### src/rtl/matrix_spi_driver.sv
// Serialises 8x8 game frames to a MAX7219-style controller over a 3-wire link.
// Optional build macro DEAD_INVERT_EN: frames latched with dead_i=1 are sent bitwise inverted.
module matrix_spi_driver #(
  parameter int         GS        = 8,
  parameter int         CLK_DIV   = 4,
  parameter logic [3:0] INTENSITY = 4'h8
) (
  input  logic               clk_i,
  input  logic               reset_i,
  input  logic [GS*GS-1:0]   matrix_i,
  input  logic               d_act_i,
  input  logic               dead_i,
  output logic               spi_clk_o,
  output logic               spi_mosi_o,
  output logic               spi_cs_o,
  output logic               busy_o,
  output logic               e_act_o
);

  typedef enum logic [1:0] {INIT = 2'd0, IDLE = 2'd1, SHIFT = 2'd2, GAP = 2'd3} state_t;

  localparam int DIV_W = (CLK_DIV > 1) ? $clog2(CLK_DIV) : 1;
  localparam logic [DIV_W-1:0] DIV_LAST = DIV_W'(CLK_DIV - 1);

  state_t             state_reg, state_next;
  logic [2:0]         word_reg, word_next;
  logic [3:0]         bit_reg, bit_next;
  logic               phase_reg, phase_next;
  logic [DIV_W-1:0]   div_reg, div_next;
  logic               init_mode_reg, init_mode_next;
  logic [GS*GS-1:0]   frame_reg, frame_next;
  logic               invert_next;
  logic               sclk_next, mosi_next, cs_next, busy_next, e_act_next;
  logic [15:0]        frame_word [8];
  logic [15:0]        tx_word;
  logic [2:0]         last_word;

`ifdef DEAD_INVERT_EN
  logic dead_reg, dead_next;
  assign invert_next = dead_next;
`else
  logic unused_dead;
  assign invert_next = 1'b0;
  assign unused_dead = dead_i;
`endif

  function automatic logic [15:0] init_word(input logic [2:0] idx);
    case (idx)
      3'd0:    init_word = 16'h0C01;
      3'd1:    init_word = 16'h0900;
      3'd2:    init_word = {12'h0A0, INTENSITY};
      3'd3:    init_word = 16'h0B07;
      default: init_word = 16'h0F00;
    endcase
  endfunction

  // Word r addresses digit register r+1 and carries row r of the frame.
  generate
    for (genvar gi = 0; gi < 8; gi++) begin : g_row
      assign frame_word[gi] = {4'h0, 4'(gi + 1), frame_next[gi*GS +: 8] ^ {8{invert_next}}};
    end
  endgenerate

  assign tx_word   = init_mode_next ? init_word(word_next) : frame_word[word_next];
  assign last_word = init_mode_reg ? 3'd4 : 3'd7;

  always_ff @(posedge clk_i) begin
    if (reset_i) begin
      state_reg     <= INIT;
      word_reg      <= 3'd0;
      bit_reg       <= 4'd15;
      phase_reg     <= 1'b0;
      div_reg       <= '0;
      init_mode_reg <= 1'b1;
      frame_reg     <= '0;
`ifdef DEAD_INVERT_EN
      dead_reg      <= 1'b0;
`endif
      spi_clk_o     <= 1'b0;
      spi_mosi_o    <= 1'b0;
      spi_cs_o      <= 1'b1;
      busy_o        <= 1'b0;
      e_act_o       <= 1'b0;
    end else begin
      state_reg     <= state_next;
      word_reg      <= word_next;
      bit_reg       <= bit_next;
      phase_reg     <= phase_next;
      div_reg       <= div_next;
      init_mode_reg <= init_mode_next;
      frame_reg     <= frame_next;
`ifdef DEAD_INVERT_EN
      dead_reg      <= dead_next;
`endif
      spi_clk_o     <= sclk_next;
      spi_mosi_o    <= mosi_next;
      spi_cs_o      <= cs_next;
      busy_o        <= busy_next;
      e_act_o       <= e_act_next;
    end
  end

  always_comb begin
    state_next     = state_reg;
    word_next      = word_reg;
    bit_next       = bit_reg;
    phase_next     = phase_reg;
    div_next       = div_reg;
    init_mode_next = init_mode_reg;
    frame_next     = frame_reg;
`ifdef DEAD_INVERT_EN
    dead_next      = dead_reg;
`endif
    case (state_reg)
      INIT: begin
        state_next     = SHIFT;
        init_mode_next = 1'b1;
        word_next      = 3'd0;
        bit_next       = 4'd15;
        phase_next     = 1'b0;
        div_next       = '0;
      end
      IDLE: begin
        if (d_act_i) begin
          state_next     = SHIFT;
          init_mode_next = 1'b0;
          frame_next     = matrix_i;
`ifdef DEAD_INVERT_EN
          dead_next      = dead_i;
`endif
          word_next      = 3'd0;
          bit_next       = 4'd15;
          phase_next     = 1'b0;
          div_next       = '0;
        end
      end
      SHIFT: begin
        if (div_reg != DIV_LAST) begin
          div_next = div_reg + 1'b1;
        end else begin
          div_next = '0;
          if (!phase_reg) begin
            phase_next = 1'b1;
          end else if (bit_reg == 4'd0) begin
            phase_next = 1'b0;
            state_next = GAP;
          end else begin
            phase_next = 1'b0;
            bit_next   = bit_reg - 4'd1;
          end
        end
      end
      GAP: begin
        if (div_reg != DIV_LAST) begin
          div_next = div_reg + 1'b1;
        end else begin
          div_next = '0;
          if (word_reg == last_word) begin
            state_next = IDLE;
          end else begin
            state_next = SHIFT;
            word_next  = word_reg + 3'd1;
            bit_next   = 4'd15;
          end
        end
      end
      default: state_next = INIT;
    endcase
  end

  // Outputs are computed from the next state so that every port is a flop.
  always_comb begin
    sclk_next  = 1'b0;
    cs_next    = 1'b1;
    mosi_next  = spi_mosi_o;
    busy_next  = (state_next != IDLE);
    e_act_next = 1'b0;
    if (state_next == SHIFT) begin
      sclk_next = phase_next;
      cs_next   = 1'b0;
      mosi_next = tx_word[bit_next];
    end
    if (state_reg == GAP && state_next == IDLE && !init_mode_reg)
      e_act_next = 1'b1;
  end

endmodule

### config.mk
export PLATFORM = sky130hd
export DESIGN_NAME = matrix_spi_driver
export DESIGN_NICKNAME = d
export VERILOG_FILES = /design/src/rtl/matrix_spi_driver.sv
export SDC_FILE = /design/constraint.sdc
export NUM_CORES = 1
export LEC_CHECK = 0
export BUFFER_PORTS_ARGS = -buffer_cell sky130_fd_sc_hd__buf_2
export CAP_MARGIN = 25
export CELL_PAD_IN_SITES_DETAIL_PLACEMENT = 1
export CELL_PAD_IN_SITES_GLOBAL_PLACEMENT = 1
export CORE_MARGIN = 2
export CORE_UTILIZATION = 42
export CTS_CLUSTER_SIZE = 25
export DETAILED_ROUTE_END_ITERATION = 8
export GPL_ROUTABILITY_DRIVEN = 0
export PLACE_DENSITY_LB_ADDON = 0.1
export SLEW_MARGIN = 30
export SYNTH_ARGS = -nofsm -noshare
export SYNTH_HDL_FRONTEND = slang
export SYNTH_SLANG_ARGS = --single-unit
### constraint.sdc
create_clock -name clk_i -period 3.6 [get_ports clk_i]
set_input_delay 0.72 -clock clk_i [delete_from_list [all_inputs] [get_ports clk_i]]
set_output_delay 0.72 -clock clk_i [all_outputs]
set_load 0.01 [all_outputs]
==> out/summary.txt <==
LAYOUT
---------------------------------------------------------------------------------
Max reg flops                                                                  64
Diodes inserted                                                                 0
Post-synthesis to final-layout area growth                                  17.4%
Fraction of the core area covered by cells at the end of the flow           50.4%
Most used cells in the layout excluding fill and tap cells           sky130_fd_sc_hd__dfxtp_1, sky130_fd_sc_hd__buf_2, sky130_fd_sc_hd__nand2_1, sky130_fd_sc_hd__mux2i_1, sky130_fd_sc_hd__nor2_1
Most common cell after layout, fill and taps aside                   sky130_fd_sc_hd__dfxtp_1
Final design area excluding fillers                                      4900 µm²
Layout net count                                                              616
Final Non-Filler Cells                                                        678
Share of layout cells above drive strength 1                                22.0%
Total of fill cells in the finished design                                   1192

SYNTHESIS
---------------------------------------------------------------------------------
Post-synth cell types                                                          59
Top flip-flop cell by instance count after synthesis                 sky130_fd_sc_hd__dfxtp_1
Number of enable-type register cells in the synthesized netlist                 0
Yosys warning total                                                             0
Flip-flop and latch count after synthesis                                      82
Sequential area share after synthesis                                       39.3%
Post-synthesis instance total                                                 473
Post-synth top area share                                                   39.3%
Cell area after synthesis                                                4170 µm²
Largest area contributor in the netlist                              sky130_fd_sc_hd__dfxtp_1
Syn Nets                                                                      549
Main area contributors after synthesis                               sky130_fd_sc_hd__dfxtp_1, sky130_fd_sc_hd__mux2i_1, sky130_fd_sc_hd__nand2_1, sky130_fd_sc_hd__nor2_1, sky130_fd_sc_hd__a21oi_1
Post-synthesis average cell area                                         8.82 µm²
Post-synthesis async set-or-reset flop share                                   0%

TIMING
---------------------------------------------------------------------------------
Aggregate negative setup slack                                               0 ns
Setup violators final                                                           0
Max-slew violations                                                             0
Worst slew pin tran                                                      0.587 ns
Fraction of the cycle the final worst path needs                            88.0%
Tightest slew margin relative to the limit                                  60.5%
Peak Freq                                                                 316 MHz
Clock tree skew after final layout                                      0.0143 ns
Time the final worst path needs with I/O delays and setup                 3.17 ns
Fin. Hold Viols                                                                 0
Setup repair after global routing missed its margin                            no

ROUTING
---------------------------------------------------------------------------------
Final ANT Viol Nets                                                             0
Drc violations                                                                  0
Average vias per placed instance                                             5.34
Detailed Route WL                                                        10500 µm
Detailed Routing Iterations Pass 1                                              4
Routed WL per cell                                                        15.6 µm
Count of vias placed by the detailed router                                  3622
First-iteration detailed-routing DRC count                                     76

FLOORPLANNING
---------------------------------------------------------------------------------
Vert. Die Dim                                                              104 µm
Die Width                                                                  104 µm
Count of pins on the block boundary                                            73
Number of placement rows                                                       36
Starting density of the core                                                42.9%
Overall die area                                                        10800 µm²
Core region area                                                         9730 µm²

CLOCK NETWORK
---------------------------------------------------------------------------------
Root Buffer Master                                                   sky130_fd_sc_hd__clkbuf_8
Number of hold-repair buffers added at the cts stage                            0
Number of resized instances in the post-cts repair step                         0
Clock insertion delay at the later pin of the skew report                 0.35 ns
Setup Fix Bufs, Post-CTS                                                        0
Register clock-pin slew on the reported worst setup and hold paths        0.09 ns
TritonCTS clock tree                                                         done
Sinks on the clock net                                                         82
Longest Clk Path Bufs                                                           2
Inserted Clock Buffers                                                          9
Deepest level of the CTS H-tree                                                 3

PLACEMENT
---------------------------------------------------------------------------------
Number of buffers inserted by port buffering                                   71
Number of cells in the design after placement                                 662
Area of placed instances                                                 4670 µm²
Final HPWL from detailed placement                                        7510 µm

SETUP PATH
---------------------------------------------------------------------------------
Element type at the critical path start                                  register
Critical path start-end classification                               register to register
Launch point of the worst path                                       div_reg[0]$_SDFFE_PP0P_
Maximum net fanout on the critical path                                         9
Signal arrival time at the worst endpoint                                 3.38 ns
Crit Reg-Reg Startpoint                                              div_reg[0]$_SDFFE_PP0P_
Worst setup path endpoint                                            spi_mosi_o$_SDFFE_PP0N_
Required time reported for the critical path endpoint                     3.81 ns
Worst R2R End                                                        spi_mosi_o$_SDFFE_PP0N_
Register-to-register setup slack                                          0.43 ns
Category of the worst setup path capture point                           register
Number of cells on the worst reg-to-reg path                                   12

GLOBAL ROUTE
---------------------------------------------------------------------------------
Total overflow reported by the global router                                    0
Global-route wire length before repair                                   17600 µm
Gr usage total                                                              19.8%
Via count of the first global-routing pass                                   3665
Maximum number of pins on one net before global-route repair                   54
Initial antenna violation count                                                 0

POWER AND IR DROP
---------------------------------------------------------------------------------
Maximum ir drop on the vdd rail                                        0.000192 V
Cell Pwr Density                                                       361 nW/µm²
Static Leak                                                               1.90 nW

HOLD PATH
---------------------------------------------------------------------------------
Beginning of the worst hold path                                     frame_reg[62]$_SDFF_PP0_
Type of the most critical hold path                                  register to register

STATUS
---------------------------------------------------------------------------------
Status                                                               finished clean

RUN
---------------------------------------------------------------------------------
Max-capacitance violation count                                                 0

==> worst max-delay path: stages, from the launching register on <==
cell,delay [ns]
sky130_fd_sc_hd__dfxtp_1,0.37
sky130_fd_sc_hd__ha_1,0.36
sky130_fd_sc_hd__and2_1,0.26
sky130_fd_sc_hd__o2111ai_1,0.12
sky130_fd_sc_hd__and3_1,0.23
sky130_fd_sc_hd__o21a_2,0.18
sky130_fd_sc_hd__buf_4,0.21
sky130_fd_sc_hd__mux2i_1,0.13
sky130_fd_sc_hd__mux4_2,0.50
sky130_fd_sc_hd__mux2i_1,0.15
sky130_fd_sc_hd__nor3_1,0.06
sky130_fd_sc_hd__o31ai_1,0.34
sky130_fd_sc_hd__a211oi_1,0.12
==> final cells by class <==
class | count | area (µm²) | area share [%]
timing repair buffer | 87 | 515 | 10.5
clock buffer | 10 | 138 | 2.81
inverter | 9 | 46.3 | 0.945
sequential | 82 | 1640 | 33.5
multi-input combinational | 351 | 2300 | 47.0
clock inverter | 6 | 90.1 | 1.84
tap | 133 | 166 | 3.40
==> report_power, final <==
part / switching [W] / leakage (nW) / internal [W]
logic: 0.0000469 / 1.13 / 0.0000427
clock network: 0.000352 / 0.112 / 0.000411
registers: 0.00000698 / 0.662 / 0.000911
==> stage by stage <==
step | setup slack, ns | hold WS (ns) | power (W)
2_1_floorplan | 0.504 | 0.427 | 0.000978
3_3_place_gp | 0.204 | 0.439 | 0.00103
3_5_place_dp | 0.193 | 0.446 | 0.00103
4_1_cts | 0.247 | 0.458 | 0.00179
5_1_grt | 0.0687 | 0.483 | 0.00183
6_report | 0.433 | 0.456 | 0.00177
==> logic make-up after synthesis <==
logic type,Yosys count,share of synthesized area (%)
flip-flops,82,39.3
XOR/XNOR,1,0.210
buffers and inverters,40,5.70
AO/OA/AOI/OAI,89,14.4
adder cells (fa/ha/maj),8,2.40
AND/OR/NAND/NOR,176,19.0
multiplexers,77,19.0
==> synth_stat cells (4+ instances only) <==
| cell type | instances |
|---|---|
| sky130_fd_sc_hd__nand2_1 | 68 |
| sky130_fd_sc_hd__a211oi_1 | 4 |
| sky130_fd_sc_hd__o21ai_0 | 9 |
| sky130_fd_sc_hd__o21ai_1 | 4 |
| sky130_fd_sc_hd__mux2_2 | 4 |
| sky130_fd_sc_hd__buf_6 | 6 |
| sky130_fd_sc_hd__clkbuf_1 | 15 |
| sky130_fd_sc_hd__dfxtp_1 | 82 |
| sky130_fd_sc_hd__and3_1 | 4 |
| sky130_fd_sc_hd__inv_1 | 8 |
| sky130_fd_sc_hd__a21oi_1 | 37 |
| sky130_fd_sc_hd__o22ai_1 | 4 |
| sky130_fd_sc_hd__nor3_1 | 5 |
| sky130_fd_sc_hd__mux2i_1 | 68 |
| sky130_fd_sc_hd__mux2_1 | 4 |
| sky130_fd_sc_hd__nor2_1 | 64 |
| sky130_fd_sc_hd__nand2b_1 | 7 |
| sky130_fd_sc_hd__ha_1 | 8 |
| sky130_fd_sc_hd__o211ai_1 | 4 |
| sky130_fd_sc_hd__buf_2 | 8 |
==> routing by layer <==
metal	vias up	global-route usage, %	share of wire, %
li1	1790	-	-
met1	1753	25.3	47
met2	60	33.9	49
met3	19	2.58	2.1
met4	0	7.72	2.0
met5	-	0	0
==> how the worst min path moves through the flow <==
stage	cells after the start	endpoint	slack (ns)
after CTS	2	frame_reg[62]$_SDFF_PP0_	0.46
after global routing	2	frame_reg[41]$_SDFF_PP0_	0.48
after global placement	2	frame_reg[17]$_SDFF_PP0_	0.44
after floorplan	2	frame_reg[62]$_SDFF_PP0_	0.43
final	2	frame_reg[62]$_SDFF_PP0_	0.46
after detailed placement	2	frame_reg[17]$_SDFF_PP0_	0.45
Power figures use the tool's default switching activity.
